**config.mk**
```make
export PLATFORM = sky130hd
export DESIGN_NAME = pwm_ctrl
export DESIGN_NICKNAME = d
export VERILOG_FILES = /design/src/rtl/pwm_pkg.sv /design/src/rtl/pwm_ctrl_counter.sv /design/src/rtl/pwm_ctrl.sv
export SDC_FILE = /design/constraint.sdc
export NUM_CORES = 1
export LEC_CHECK = 0
export CAP_MARGIN = 10
export CORE_MARGIN = 2
export CORE_UTILIZATION = 56
export CTS_CLUSTER_DIAMETER = 50
export DETAILED_ROUTE_END_ITERATION = 10
export HOLD_SLACK_MARGIN = 0.12
export PLACE_DENSITY = 0.88
export RECOVER_POWER = 50
export SLEW_MARGIN = 15
export SYNTH_ARGS = -nofsm -noshare
export SYNTH_HDL_FRONTEND = slang
export SYNTH_SLANG_ARGS = --single-unit
```
**constraint.sdc**
```tcl
create_clock -name clk -period 5.5 [get_ports clk]
set_input_delay 0.825 -clock clk [delete_from_list [all_inputs] [get_ports clk]]
set_output_delay 0.825 -clock clk [all_outputs]
set_load 0.01 [all_outputs]
```
**src/rtl/pwm_pkg.sv**
```systemverilog
// Shared definitions for the PWM controller: FSM states, function codes, default widths.
package pwm_pkg;

    localparam int unsigned CNT_W_DEF   = 16;
    localparam int unsigned PRESC_W_DEF = 8;
    localparam int unsigned FUNC_W      = 8;

    typedef enum logic [1:0] {
        IDLE     = 2'd0,
        RUN      = 2'd1,
        STOPPING = 2'd2
    } pwm_state_e;

    localparam logic [1:0] FUNC_ALIGN_LEFT  = 2'b00;
    localparam logic [1:0] FUNC_ALIGN_RIGHT = 2'b01;
    localparam logic [1:0] FUNC_RANGE       = 2'b10;

endpackage

```
**src/rtl/pwm_ctrl_counter.sv**
```systemverilog
// Prescaler plus period counter; flags the wrap both combinationally (for same-edge
// decisions in the controller) and as a registered one-cycle tick.
module pwm_ctrl_counter #(
    parameter int unsigned CNT_W   = 16,
    parameter int unsigned PRESC_W = 8
) (
    input  logic               clk,
    input  logic               rst,
    input  logic               i_run,
    input  logic               i_clear,
    input  logic [CNT_W-1:0]   i_period,
    input  logic [PRESC_W-1:0] i_prescale,
    output logic [CNT_W-1:0]   o_count,
    output logic               o_tick,
    output logic               o_wrap_c
);

    logic [PRESC_W-1:0] r_presc;
    logic [CNT_W-1:0]   r_count;
    logic               r_tick;

    logic               w_adv;
    logic [CNT_W:0]     w_sum;
    logic               w_at_end;

    // Compare in CNT_W+1 bits so a full-scale period still wraps; period 0/1 always wraps.
    assign w_adv    = i_run && (r_presc == i_prescale);
    assign w_sum    = {1'b0, r_count} + (CNT_W+1)'(1);
    assign w_at_end = (i_period <= CNT_W'(1)) || (w_sum == {1'b0, i_period});
    assign o_wrap_c = w_adv && w_at_end;

    always_ff @(posedge clk) begin
        if (rst || i_clear) begin
            r_presc <= '0;
            r_count <= '0;
            r_tick  <= 1'b0;
        end else if (i_run) begin
            if (w_adv) begin
                r_presc <= '0;
                r_count <= w_at_end ? '0 : w_sum[CNT_W-1:0];
            end else begin
                r_presc <= r_presc + PRESC_W'(1);
            end
            r_tick <= o_wrap_c;
        end else begin
            r_tick <= 1'b0;
        end
    end

    assign o_count = r_count;
    assign o_tick  = r_tick;

endmodule

```
**src/rtl/pwm_ctrl.sv**
```systemverilog
// PWM sequencing controller: start/stop FSM, double-buffered configuration, and the
// period counter feeding pwm_gen.
module pwm_ctrl
    import pwm_pkg::*;
#(
    parameter int unsigned CNT_W   = CNT_W_DEF,
    parameter int unsigned PRESC_W = PRESC_W_DEF
) (
    input  logic               clk,
    input  logic               rst,
    input  logic               cfg_valid,
    output logic               cfg_ready,
    input  logic [CNT_W-1:0]   cfg_period,
    input  logic [CNT_W-1:0]   cfg_compare1,
    input  logic [CNT_W-1:0]   cfg_compare2,
    input  logic [FUNC_W-1:0]  cfg_functions,
    input  logic [PRESC_W-1:0] cfg_prescale,
    input  logic               start,
    input  logic               stop,
    output logic               pwm_en,
    output logic [CNT_W-1:0]   period,
    output logic [CNT_W-1:0]   compare1,
    output logic [CNT_W-1:0]   compare2,
    output logic [FUNC_W-1:0]  functions,
    output logic [CNT_W-1:0]   count_val,
    output logic               period_tick,
    output logic               busy
);

    pwm_state_e r_state;
    pwm_state_e w_state_nxt;
    logic       r_pwm_en;
    logic       r_busy;

    logic       r_cfg_ready;
    logic       r_loaded;

    logic [CNT_W-1:0]   r_pend_period;
    logic [CNT_W-1:0]   r_pend_compare1;
    logic [CNT_W-1:0]   r_pend_compare2;
    logic [FUNC_W-1:0]  r_pend_functions;
    logic [PRESC_W-1:0] r_pend_prescale;

    logic [CNT_W-1:0]   r_period;
    logic [CNT_W-1:0]   r_compare1;
    logic [CNT_W-1:0]   r_compare2;
    logic [FUNC_W-1:0]  r_functions;
    logic [PRESC_W-1:0] r_prescale;

    logic       w_run;
    logic       w_clear;
    logic       w_wrap;
    logic       w_hs;

    assign w_run   = (r_state != IDLE);
    assign w_clear = (r_state == IDLE);
    assign w_hs    = cfg_valid && r_cfg_ready;

    pwm_ctrl_counter #(
        .CNT_W   (CNT_W),
        .PRESC_W (PRESC_W)
    ) u_counter (
        .clk        (clk),
        .rst        (rst),
        .i_run      (w_run),
        .i_clear    (w_clear),
        .i_period   (r_period),
        .i_prescale (r_prescale),
        .o_count    (count_val),
        .o_tick     (period_tick),
        .o_wrap_c   (w_wrap)
    );

    // Next-state logic; stop dominates start, and a stop only retires on the wrap edge.
    always_comb begin
        w_state_nxt = r_state;
        case (r_state)
            IDLE: begin
                if (start && !stop && r_loaded) begin
                    w_state_nxt = RUN;
                end
            end
            RUN: begin
                if (stop) begin
                    w_state_nxt = STOPPING;
                end
            end
            STOPPING: begin
                if (w_wrap) begin
                    w_state_nxt = IDLE;
                end else if (start && !stop) begin
                    w_state_nxt = RUN;
                end
            end
            default: w_state_nxt = IDLE;
        endcase
    end

    always_ff @(posedge clk) begin
        if (rst) begin
            r_state  <= IDLE;
            r_pwm_en <= 1'b0;
            r_busy   <= 1'b0;
        end else begin
            r_state  <= w_state_nxt;
            r_pwm_en <= (w_state_nxt != IDLE);
            r_busy   <= (w_state_nxt != IDLE);
        end
    end

    // Idle loads go straight to active; running loads wait in the slot for the next wrap.
    always_ff @(posedge clk) begin
        if (rst) begin
            r_cfg_ready      <= 1'b1;
            r_loaded         <= 1'b0;
            r_pend_period    <= '0;
            r_pend_compare1  <= '0;
            r_pend_compare2  <= '0;
            r_pend_functions <= '0;
            r_pend_prescale  <= '0;
            r_period         <= '0;
            r_compare1       <= '0;
            r_compare2       <= '0;
            r_functions      <= '0;
            r_prescale       <= '0;
        end else if (r_state == IDLE) begin
            if (!r_cfg_ready) begin
                r_period    <= r_pend_period;
                r_compare1  <= r_pend_compare1;
                r_compare2  <= r_pend_compare2;
                r_functions <= r_pend_functions;
                r_prescale  <= r_pend_prescale;
                r_cfg_ready <= 1'b1;
                r_loaded    <= 1'b1;
            end else if (cfg_valid) begin
                r_period    <= cfg_period;
                r_compare1  <= cfg_compare1;
                r_compare2  <= cfg_compare2;
                r_functions <= cfg_functions;
                r_prescale  <= cfg_prescale;
                r_loaded    <= 1'b1;
            end
        end else begin
            if (w_wrap && !r_cfg_ready) begin
                r_period    <= r_pend_period;
                r_compare1  <= r_pend_compare1;
                r_compare2  <= r_pend_compare2;
                r_functions <= r_pend_functions;
                r_prescale  <= r_pend_prescale;
                r_cfg_ready <= 1'b1;
            end
            if (w_hs) begin
                r_pend_period    <= cfg_period;
                r_pend_compare1  <= cfg_compare1;
                r_pend_compare2  <= cfg_compare2;
                r_pend_functions <= cfg_functions;
                r_pend_prescale  <= cfg_prescale;
                r_cfg_ready      <= 1'b0;
            end
        end
    end

    assign cfg_ready = r_cfg_ready;
    assign pwm_en    = r_pwm_en;
    assign busy      = r_busy;
    assign period    = r_period;
    assign compare1  = r_compare1;
    assign compare2  = r_compare2;
    assign functions = r_functions;

endmodule

```
Word-level counts from Yosys, hierarchy flattened
Cells that the tools add are included.
W data, S select, Z words.
{ "word_totals": {"n_memories": 0, "ram_bits": 0, "input_bits": 69, "reg_bits": 158, "word_cells": 80, "mem_bits_ro": 0, "latchBits": 0} }
{ "op_classes": {"n_mul": 0, "eq_ne": 6, "magnitude_cmp": 1, "n_mux": 31, "shift": 0, "div": 0, "addsub": 2, "n_bitwise": 2, "reduce_logical": 21} }
{ "op_table": {"columns": ["op", "count"], "rows": [
  ["$mux W16", 13],
  ["$mux W8", 9],
  ["$add A16 B1 Y17 const B", 1],
  ["$eq A17 B16 Y1", 1],
  ["$le A16 B1 Y1 const B", 1],
  ["$add A8 B1 Y8 const B", 1],
  ["$eq A8 B8 Y1", 1],
  ["$mux W2", 4],
  ["$reduce_and A2 Y1", 4],
  ["$reduce_bool A2 Y1", 4],
  ["$logic_and A1 B1 Y1", 6],
  ["$pmux W2 S3", 1],
  ["$mux W1", 4],
  ["$reduce_or A2 Y1", 2],
  ["$ne A3 B3 Y1 const B", 1],
  ["$eq A2 B1 Y1 const B", 1],
  ["$eq A2 B2 Y1 const B", 1],
  ["$logic_not A1 Y1", 2],
  ["$logic_not A2 Y1", 1],
  ["$logic_or A1 B1 Y1", 2],
  ["$ne A2 B2 Y1 const B", 1],
  ["$not A1 Y1", 2]
]} }

Logic depth before layout (Yosys ltp)
{ "logic_depth": {"depth_word": 7, "ltp_mapped": 12} }

Hierarchy
Synthesis repeated with hierarchy kept, for this count alone.
{ "unflattened": {"hier_cells": 966, "hier_area_um2": 8408.1} }
{ "by_module_without_submodules": {"columns": ["module", "area_per_inst_um2", "cells_each", "seq_area_each_um2", "n_inst"], "rows": [
  ["pwm_ctrl", 6453.7, 743, 2662.6, 1],
  ["pwm_ctrl_counter", 1954.4, 223, 500.5, 1]
]} }

Worst setup path before layout
OpenSTA, ideal clock, no wires.
{ "synth_timing": {"path_type": "register -> register", "from": "reg u_counter.r_count[0] (netlist: u_counter.o_count[0])", "to": "reg r_compare1[0] (netlist: compare1[0])", "n_path_buf": 3, "arrival_ns": 2.859, "stages_incl_launch_ff": 13, "path_slack_ns": 2.522, "setup_time_ns": 0.119, "cell_sequence": "dfxtp_1 -> ha_1 -> clkbuf_1 -> and3_4 -> nand3_1 -> xnor2_1 -> or4_4 -> nor4_4 -> a21boi_2 -> o21a_1 -> buf_6 -> buf_6 -> o221a_1"} }
{ "synth_via": {"elab_chain_cells": 7} }
{ "synth_rtl": {"columns": ["item", "line_no", "text"], "rows": [
  ["start, declared", "pwm_ctrl_counter.sv:19", "logic [CNT_W-1:0] r_count;"],
  ["start signal, assigned", "pwm_ctrl_counter.sv:40", "r_count <= w_at_end ? '0 : w_sum[CNT_W-1:0];"],
  ["$add A16 B1 Y17", "pwm_ctrl_counter.sv:28", "assign w_sum = {1'b0, r_count} + (CNT_W+1)'(1);"],
  ["$eq A17 B16 Y1", "pwm_ctrl_counter.sv:29", "assign w_at_end = (i_period <= CNT_W'(1)) || (w_sum == {1'b0, i_period});"],
  ["$logic_or A1 B1 Y1", "pwm_ctrl_counter.sv:29", null],
  ["$logic_and A1 B1 Y1", "pwm_ctrl_counter.sv:30", "assign o_wrap_c = w_adv && w_at_end;"],
  ["$logic_and A1 B1 Y1", "pwm_ctrl.sv:144", "if (w_wrap && !r_cfg_ready) begin"],
  ["$reduce_bool A2 Y1 (no source line)", null, null],
  ["$reduce_and A2 Y1 (no source line)", null, null],
  ["end signal, assigned", "pwm_ctrl.sv:129", "r_compare1 <= r_pend_compare1;"],
  ["end signal, assigned", "pwm_ctrl.sv:137", "r_compare1 <= cfg_compare1;"],
  ["end signal, assigned", "pwm_ctrl.sv:146", "r_compare1 <= r_pend_compare1;"],
  ["end, declared", "pwm_ctrl.sv:45", "logic [CNT_W-1:0] r_compare1;"]
]} }
Every way passes these cells.
A chain may end at the register's enable or synchronous reset.

Final worst setup path
{ "layout_timing": {"from": "in cfg_valid", "to": "reg r_pend_prescale[4]"} }
{ "layout_via": {"elab_chain_cells": 2} }
{ "layout_rtl": {"columns": ["item", "line_no", "text"], "rows": [
  ["start, declared", "pwm_ctrl.sv:11", "input logic cfg_valid,"],
  ["$logic_and A1 B1 Y1", "pwm_ctrl.sv:57", "assign w_hs = cfg_valid && r_cfg_ready;"],
  ["$reduce_and A2 Y1 (no source line)", null, null],
  ["end signal, assigned", "pwm_ctrl.sv:157", "r_pend_prescale <= cfg_prescale;"],
  ["end, declared", "pwm_ctrl.sv:42", "logic [PRESC_W-1:0] r_pend_prescale;"]
]} }
Every way passes these cells.

==> results by group <==
Run status
  • Outcome: finished with violations
  • Failing checks: capacitance limit, slew limit

Power
  • Leakage Power: between 3 and 4 nW
  • Pwr/cell area: between 300 and 400 mW/mm^2
  • Clock power frac: 41.9%
  • Maximum vdd drop: approximately 0.00027 V
  • Final Power: 2.94 mW
  • Int Power: about 2.2 mW
  • Net Sw Power: 735 uW
  • Sw frac: approximately 25%
  • Sequential share of power: roughly 43%
  • Combinational Power Share: between 10% and 20%

STA
  • Slew @ Worst Pin: 3.00 ns
  • Setup violations, final: 0
  • Worst setup margin: about 1.6 ns
  • Tmin final: ~4 ns
  • Final hold vios: 0
  • Final period util: between 70% and 80%
  • Final Max Slew Viols: 65
  • Slew Limit Headroom: -99.7%
  • Maximum clock rate: between 0.2 and 0.3 GHz
  • RSZ-0062 raised after global routing: no
  • Hold_ws: around 0.45 ns
  • Clk_skew: approximately 0.0074 ns
  • Setup TNS: 0 ns

Setup path
  • Critical Path Start Type: input pin
  • CP Capture Type: flip-flop
  • Kind of critical path: in -> reg
  • Arr. time, crit path: approximately 4.3 ns
  • Worst EP required: between 5 and 6 ns
  • CP max FO: 64

Die
  • Initial Util: between 50% and 60%
  • Die footprint: approximately 0.014 mm^2
  • Die height: approximately 120 um
  • IO Pins: roughly 150
  • Num rows: just over 40
  • Core region area: roughly 0.013 mm^2
  • Die W: between 100 and 150 um

Synthesis
  • Most frequent cells after synthesis: nor2_1, dfxtp_1, nand2_1
  • Sequential share of the synthesized area: between 40% and 50%
  • Post-synth ARST share: 0%
  • Top-count cell post-synth: nor2_1
  • Post-synth EDFFs: 0
  • Most used DFF post-synth: dfxtp_1
  • Netlist cell types: 53
  • Yosys warns: 0
  • Number of synthesized register bits: approximately 160
  • Synth Area per Inst: 8.10 um^2
  • Top post-synthesis cells by area: dfxtp_1, o221a_1, nor2_1
  • Post-Syn Instances: 900
  • Synthesized area: roughly 0.0073 mm^2
  • Syn nets: between 900 and 1,000
  • Area leader, netlist: dfxtp_1
  • Share of the synthesized area in the top cell type: around 43%

Layout
  • Final instance area: between 0.009 and 0.01 mm^2
  • Synthesis-to-layout area growth: 27.7%
  • Diodes inserted: 0
  • Final net count: between 1,000 and 1,500
  • Fin cells: about 1,200
  • Final core occ: between 70% and 80%
  • Filler Cell Count: 974
  • Layout cells sized above 1: a little under an eighth

Global route
  • GR Overflow Total: 0
  • Met3 Use GR: between 5 and 6%
  • Initial antenna violation count: 0
  • First-pass GRT wire length: 30,600 um
  • Largest net degree at the start of global routing: between 80 and 90
  • All-Layer GR Usage: a little over a quarter
  • Layer with the highest usage: met2
  • Number of global-route vias before repair: between 6,000 and 7,000
  • Met2 Resource Use GR: between 40% and 50%
  • Grt met1 use: about a third

Place
  • Routability congestion estimate: 0.898
  • Post-place instance area: slightly below 0.009 mm^2
  • Place WS: 1.78 ns
  • Placed Cells: 1,154
  • Port Buffers: between 100 and 150
  • Detail Placement HPWL: around 12,000 um

Clock network
  • CTS tree: done
  • Max clock buf depth: 2
  • CTS sink count: 158
  • # Post-CTS Setup Buffers: 0
  • Clk pin slew, worst setup/hold paths: 0.06 ns
  • PostCTS Resize Cnt: 0
  • CTS buffer count: 17
  • Worst skew pair latency: between 0.4 and 0.5 ns
  • Root buf cell: clkbuf_16
  • Htree depth: 4
  • Post-CTS Hold Buffers: 0

Routing
  • Via count: 6,768
  • Avg WL per Cell: between 15 and 20 um
  • Drt pass-1 iters: 7
  • Antenna Nets Post-Route: 0
  • Final WL: about 19,000 um
  • Initial drt markers: 715
  • Via-per-instance ratio: ~5.7
  • # DRC: 0

Hold path
  • HP Class: reg -> reg

Run
  • MaxCap Viol Count: 1
[flip-flops by register name, summed over array words and instances, names as in the netlist]
signal	flops
r_pend_functions	8
r_prescale	8
r_pend_period	16
u_counter.o_count	16
compare2	16
u_counter.r_presc	8
r_pend_prescale	8
r_loaded	1
u_counter.o_tick	1
functions	8
r_state	2
busy	1
r_pend_compare2	16
compare1	16
r_pend_compare1	16
cfg_ready	1
period	16
[per-layer routing]
metal  part of all wire, %  vias to the layer above
met2                    50                      250
met4                   2.5                        0
li1                      -                     3299
met1                    42                     3178
met5                     0                        -
met3                   5.6                       41
[logic make-up (layout without fill, tap and decap cells)]
logic type	after synthesis	after routing	synth area share (%)
AO/OA/AOI/OAI	175	175	18.7
AND/OR/NAND/NOR	458	458	28.8
multiplexers	3	3	0.412
flip-flops	158	158	43.4
XOR/XNOR	31	31	3.72
adder cells (fa/ha/maj)	2	2	0.343
buffers and inverters	73	187	4.69
[power by group through the flow]
stage / sequential, mW / clock (mW) / combinational [mW]
finish: 1.27 / 1.23 / 0.440
global route: 1.28 / 1.29 / 0.477
CTS: 1.27 / 1.24 / 0.451
detailed placement: 1.29 / 0 / 0.450
global placement: 1.29 / 0 / 0.442
floorplan: 1.30 / 0 / 0.243
[worst max-delay path, stage by stage]
cell,delay (ns)
dlygate4sd3_1,0.67
and3_2,0.23
clkbuf_1,2.11
nand2_1,0.17
a21oi_1,0.22
[final timing paths]
path                                             to                  from  cells past startpoint  slack [ns]
worst max-delay path             r_pend_prescale[4]             cfg_valid                      5        1.58
worst min-delay path            r_pend_compare1[11]   r_pend_compare1[11]                      2        0.45
worst max register to register            period[5]  u_counter.o_count[0]                     10        1.71
worst min register to register  r_pend_compare1[11]   r_pend_compare1[11]                      2        0.45
[layout make-up]
| cell class | count | area [um^2] | area share [%] |
|---|---|---|---|
| Clock inverter | 12 | 166 | 1.79 |
| Sequential cell | 158 | 3170 | 34.0 |
| Inverter | 4 | 15.0 | 0.161 |
| Timing Repair Buffer | 151 | 1490 | 16.0 |
| Multi-Input combinational cell | 669 | 3800 | 40.8 |
| Tap cell | 172 | 215 | 2.31 |
| Clock buffer | 20 | 457 | 4.91 |
[placed cells by master (no fill, tap or decap), types with 3 or more instances in the layout]
cell type,synthesis,routed
inv_1,4,4
o221a_1,61,61
nand3_2,1,3
xor2_1,21,21
o211ai_1,3,3
dlygate4sd3_1,0,50
clkinv_2,0,6
clkdlybuf4s50_1,0,93
a21oi_1,78,78
nor4_1,6,6
buf_4,1,7
a311oi_1,7,7
nand3_1,13,11
bufinv_16,0,4
nor2_1,172,172
nor3_1,14,14
dfxtp_1,158,157
mux2i_1,3,3
o21ai_0,7,7
nand4_1,9,9
and3_1,7,6
nand2_1,149,149
or2_2,64,64
xnor2_1,10,10
clkbuf_16,0,17
nor2b_1,6,6
Note: power is estimated with default switching activity, not from simulation.
